==> src/rtl/branch_stack.sv <==
// branch_stack: checkpoint stack for in-flight conditional branches.
// Each dispatched branch saves a free-list snapshot and ROB tail in a ring
// of DEPTH entries. On a correct resolve the entry is released. On a
// misprediction the snapshot is driven out in the same cycle, and that
// entry plus every younger entry is squashed.
// Optional feature macro: BSTACK_SAME_CYCLE_FREE_EN. When it is defined,
// a full stack accepts a dispatch in a cycle that frees a slot.

`ifndef PHYS_REG_SZ_R10K
`define PHYS_REG_SZ_R10K 64
`endif

module branch_stack #(
    parameter int DEPTH        = 8,
    parameter int PHYS_REGS    = `PHYS_REG_SZ_R10K,
    parameter int ROB_IDX_BITS = 5
) (
    input  logic                      clock,
    input  logic                      reset,
    input  logic                      branch_valid,
    input  logic [PHYS_REGS-1:0]      branch_free_list,
    input  logic [ROB_IDX_BITS-1:0]   branch_rob_tail,
    output logic                      branch_ready,
    output logic [$clog2(DEPTH)-1:0]  branch_tag,
    input  logic                      resolve_valid,
    input  logic [$clog2(DEPTH)-1:0]  resolve_tag,
    input  logic                      resolve_mispredict,
    output logic                      restore_flag,
    output logic [PHYS_REGS-1:0]      free_list_restore,
    output logic [ROB_IDX_BITS-1:0]   rob_tail_restore,
    output logic [DEPTH-1:0]          squash_mask,
    output logic [DEPTH-1:0]          live_mask
);

    localparam int TW = $clog2(DEPTH);
    localparam int CW = TW + 1;
    localparam logic [CW-1:0] FULL_CNT = CW'(DEPTH);

    logic [DEPTH-1:0]        valid_q, valid_d;
    logic [PHYS_REGS-1:0]    fl_q [DEPTH];
    logic [ROB_IDX_BITS-1:0] rt_q [DEPTH];
    logic [TW-1:0]           head_q, head_d;
    logic [TW-1:0]           tail_q, tail_d;
    logic [CW-1:0]           count_q, count_d;

    logic                    tag_live_s;
    logic                    mp_s;
    logic                    cr_s;
    logic                    ready_s;
    logic                    alloc_s;
    logic [CW-1:0]           span_s;
    logic [TW-1:0]           off_s;
    logic [DEPTH-1:0]        squash_s;
    logic [CW-1:0]           adv_s;
    logic                    scan_s;
    logic [TW-1:0]           idx_s;

    assign tag_live_s = valid_q[resolve_tag];
    assign mp_s       = resolve_valid && resolve_mispredict && tag_live_s;
    assign cr_s       = resolve_valid && !resolve_mispredict && tag_live_s;

`ifdef BSTACK_SAME_CYCLE_FREE_EN
    // Full stack still accepts when this cycle frees the head or rewinds the tail.
    assign ready_s = (count_q < FULL_CNT) || (cr_s && (resolve_tag == head_q)) || mp_s;
`else
    assign ready_s = (count_q < FULL_CNT);
`endif

    // A mispredict always squashes the branch dispatching alongside it.
    assign alloc_s = branch_valid && ready_s && !mp_s;

    // Squash window: resolve_tag up to tail-1, wrapping; a zero distance means the whole ring.
    always_comb begin
        squash_s = '0;
        off_s    = '0;
        span_s   = {1'b0, TW'(tail_q - resolve_tag)};
        if (span_s == '0) begin
            span_s = FULL_CNT;
        end else begin
            span_s = span_s;
        end
        for (int i = 0; i < DEPTH; i++) begin
            off_s = TW'(i) - resolve_tag;
            if (mp_s && ({1'b0, off_s} < span_s)) begin
                squash_s[i] = 1'b1;
            end else begin
                squash_s[i] = 1'b0;
            end
        end
    end

    // Next-state: rewind on mispredict, otherwise release, retire from head, then allocate.
    always_comb begin
        valid_d = valid_q;
        head_d  = head_q;
        tail_d  = tail_q;
        count_d = count_q;
        adv_s   = '0;
        scan_s  = 1'b1;
        idx_s   = '0;
        if (mp_s) begin
            valid_d = valid_q & ~squash_s;
            tail_d  = resolve_tag;
            count_d = {1'b0, TW'(resolve_tag - head_q)};
        end else begin
            if (cr_s) begin
                valid_d[resolve_tag] = 1'b0;
            end else begin
                valid_d = valid_q;
            end
            // Retire every contiguous released entry starting at head.
            for (int k = 0; k < DEPTH; k++) begin
                idx_s = head_q + TW'(k);
                if (scan_s && (CW'(k) < count_q) && !valid_d[idx_s]) begin
                    adv_s = adv_s + CW'(1);
                end else begin
                    scan_s = 1'b0;
                end
            end
            head_d = head_q + adv_s[TW-1:0];
            if (alloc_s) begin
                valid_d[tail_q] = 1'b1;
                tail_d          = tail_q + TW'(1);
            end else begin
                tail_d = tail_q;
            end
            count_d = count_q - adv_s + {{TW{1'b0}}, alloc_s};
        end
    end

    // Control state: valid bits and ring pointers.
    always_ff @(posedge clock or negedge reset) begin
        if (!reset) begin
            valid_q <= '0;
            head_q  <= '0;
            tail_q  <= '0;
            count_q <= '0;
        end else begin
            valid_q <= valid_d;
            head_q  <= head_d;
            tail_q  <= tail_d;
            count_q <= count_d;
        end
    end

    // Snapshot storage, written only on allocation and otherwise never modified.
    always_ff @(posedge clock or negedge reset) begin
        if (!reset) begin
            for (int i = 0; i < DEPTH; i++) begin
                fl_q[i] <= '0;
                rt_q[i] <= '0;
            end
        end else if (alloc_s) begin
            fl_q[tail_q] <= branch_free_list;
            rt_q[tail_q] <= branch_rob_tail;
        end
    end

    assign branch_ready      = ready_s;
    assign branch_tag        = tail_q;
    assign restore_flag      = mp_s;
    assign free_list_restore = mp_s ? fl_q[resolve_tag] : '0;
    assign rob_tail_restore  = mp_s ? rt_q[resolve_tag] : '0;
    assign squash_mask       = squash_s;
    assign live_mask         = valid_q;

endmodule

==> config.mk <==
export PLATFORM = sky130hd
export DESIGN_NAME = branch_stack
export DESIGN_NICKNAME = d
export VERILOG_FILES = /design/src/rtl/branch_stack.sv
export SDC_FILE = /design/constraint.sdc
export NUM_CORES = 1
export LEC_CHECK = 0
export BUFFER_PORTS_ARGS = -buffer_cell sky130_fd_sc_hd__buf_2
export CAP_MARGIN = 0
export CORE_ASPECT_RATIO = 0.9
export CORE_UTILIZATION = 30
export CTS_BUF_LIST = sky130_fd_sc_hd__clkbuf_4
export CTS_CLUSTER_SIZE = 30
export DETAILED_ROUTE_END_ITERATION = 8
export GPL_ROUTABILITY_DRIVEN = 0
export PLACE_DENSITY = 0.48
export SYNTH_ARGS = -nofsm -noshare
export SYNTH_HDL_FRONTEND = slang
export SYNTH_SLANG_ARGS = --single-unit
==> constraint.sdc <==
create_clock -name clock -period 6.9 [get_ports clock]
set_input_delay 0.69 -clock clock [delete_from_list [all_inputs] [get_ports clock]]
set_output_delay 0.69 -clock clock [all_outputs]
set_load 0.1 [all_outputs]
==> metrics <==
drt wl/cell=21.0 µm; drt first pass iters=7; Synth-to-Final Area Change=22.3%; sequential-to-total area share from yosys stat=51.7%; GR Overflow Total=0; Synth cell types=73; row count=105; Root Driver=clkbuf_4; Leakage=14.9 nW; crit path max fanout=5; most used cell, CP=ha_4; Synth Instances=1940; Least-Margin Pin Slew=1090 ps; Final Slew Violations=0; via count=18300; Startpoint Class=flop; Total Die Area=0.0931 mm²; vias in the first global route=19800; RSZ-0062 raised after global routing=true; P_int=11.0 mW; Fillers=8803; CP top delay family=simple AND/OR/NAND/NOR gates; post-synthesis cell area=0.0276 mm²; Clock Tree Buf Depth=3; core region area=0.0910 mm²; largest net degree at the start of global routing=179; crit-path max cell delay=450 ps; Fin. Hold Viols=0; sequential share of power=33.8%; Num CTS Buffers=166; initial core utilization=30.3%; fin nets=2459; fin crit period=6870 ps; antenna viol nets, final=0; initial antenna violation count=7; Synth area leaders=dfrtp_1 (52%), mux2_2 (23%), mux4_2 (12%); Total Routing Usage GR=16.9%; PwrDens=506 mW/mm²; Slew HR=25.2%; CTS Sinks=570; # H-tree levels=4; Power, Total=17.1 mW; global-route wire length before repair=120000 µm; dominant cell type by area after synthesis=dfrtp_1; Clock transition at path regs=60 ps; Post-synth EDFFs=0; Die H=290 µm; synth warn=0; Yosys reg bits=570; clock share of power=19.3%; total placed cells including tap cells=3316; Max Freq=145 MHz; Switching Fraction=35.4%; run status=finished, final reports clean; DRC viols=0; most frequent cells in the layout=dfrtp_1 (570), mux2_2 (553), clkbuf_4 (246); CTS tree=built; Post-synth ARST share=100%; Worst IR Drop VDD=381 µV; Buf/Inv on CP=2; arrival time at the worst endpoint=7690 ps; I/O pins=167; routed vias/inst=4.95; Final Hold Slack=247 ps; combinational share of power=46.9%; Synth Area per Inst=14.2 µm²; Setup Crit Path Kind=reg2reg; slowest CP cell=or4_4; Setup Viol. Count Final=0; final worst-path cycle share=99.6%; die width=322 µm; post-synth top area share=51.7%; share of cells above drive strength 1=53.0%; non-filler cells in the finished layout=3693; IO Port Bufs=166; Total Routed Length=77500 µm; detailed-placement wirelength estimate=43400 µm; clk_lat worst skew=990 ps; DR iter-0 viols=1091; hold crit path type=in2reg; Worst setup EP type=flop; Req. time, crit path=7710 ps; max_cap viols=0; Post-synth top flop=dfrtp_1; Mapped Nets=2061; P_sw=6.04 mW; Final Skew=70.1 ps; most common cell after layout, fill and taps aside=dfrtp_1
metal layers:
layer  GRT usage (%)  part of all wire, %  vias to the layer above  routed length [µm]
met1            22.8                   46                     9666               35700
met5               0                0.063                        -                  49
li1                -                    -                     8092                   -
met3            3.83                  4.7                      118                3630
met4            5.70                  1.8                        8                1410
met2            26.7                   47                      404               36700
final timing paths:
path | startpoint | endpoint | slack (ps) | depth (start not counted)
max in group asynchronous | reset | fl_q[23]$_DFFE_PN0P_ | 5000 | 3
worst min-delay path | resolve_tag[0] | branch_tag[0]$_DFFE_PN0P_ | 250 | 4
min in group asynchronous | reset | fl_q[503]$_DFFE_PN0P_ | 330 | 2
worst max-delay path | live_mask[4]$_DFF_PN0_ | count_q[3]$_DFF_PN0_ | 30 | 33
worst min register to register | fl_q[55]$_DFFE_PN0P_ | fl_q[55]$_DFFE_PN0P_ | 500 | 1
worst max register to register | live_mask[4]$_DFF_PN0_ | count_q[3]$_DFF_PN0_ | 30 | 33
worst min-delay path, delay by kind of cell:
kind	cells	cell delay (ps)
AO/OA/AOI/OAI	1	150
buffers and inverters	3	330
state kept, by name (all words and copies together) (netlist names):
| signal | flops |
|---|---|
| live_mask | 8 |
| branch_tag | 3 |
| head_q | 3 |
| rt_q | 40 |
| fl_q | 512 |
| count_q | 4 |
synthesized netlist by cell type, types with 3 or more instances:
cell type  number
dfrtp_1       570
mux2_2        557
nand2_1       172
mux4_2        142
clkbuf_1       93
a21oi_1        83
ha_1           40
nor2_1         35
buf_1          29
inv_1          22
nand3_1        14
o21ai_0        14
xnor2_1        10
nor3_1          9
nor4_1          8
o31ai_2         7
xor2_1          7
a21o_1          6
and3_1          6
mux2i_1         6
nand2b_1        6
o21bai_1        6
o311ai_0        6
or3_1           5
a211o_1         4
buf_2           4
clkinv_1        4
fa_1            4
nor2b_1         4
o211ai_1        4
o22ai_1         4
a22oi_1         3
nand4_1         3
o31ai_1         3
power by group through the flow:
stage,clock network [mW],registers (mW),logic (mW)
4_1_cts,3.46,5.76,8.01
3_5_place_dp,0,5.82,7.85
6_report,3.30,5.76,8.01
2_1_floorplan,0,5.77,5.57
3_3_place_gp,0,5.70,7.66
5_1_grt,3.65,5.97,8.72
repair_timing:
action,4_1_cts,5_1_grt
setup endpoints to repair,1,1
gates resized for setup,20,3
buffers inserted,11,2
hold endpoints to repair,640,0
hold buffers,70,0
gates cloned,1,0
pin swaps,18,6
layout make-up:
type | count | area, µm² | area share (%)
diodes | 3 | 7.51 | 0.0223
clock buffers | 246 | 1850 | 5.48
clock inverters | 44 | 337 | 0.998
inverters | 27 | 111 | 0.330
multi-input cells | 1216 | 13000 | 38.7
flip-flops and latches | 570 | 14300 | 42.3
well taps | 1230 | 1540 | 4.56
repair buffers | 357 | 2580 | 7.64
cell families after synthesis:
logic type / after synthesis / share of synthesized area (%)
buf+inv: 155 / 2.17
simple gates: 273 / 4.33
fa+ha+maj: 44 / 2.11
flops: 570 / 51.7
mux: 709 / 34.8
xor+xnor: 17 / 0.540
compound gates: 172 / 4.35
per-stage QoR:
step | instance area [µm²] | util [%] | setup TNS [ps] | setup WS, ps
4_1_cts | 33700 | 37.0 | 0 | 1.62
3_3_place_gp | 30600 | 33.6 | -993 | -813
5_1_grt | 33700 | 37.0 | -226 | -226
2_1_floorplan | 27800 | - | -1460 | -1040
6_report | 33700 | 37.0 | 0 | 25.2
3_5_place_dp | 30600 | 33.6 | -1220 | -888
(Power assumes the default switching activity.)
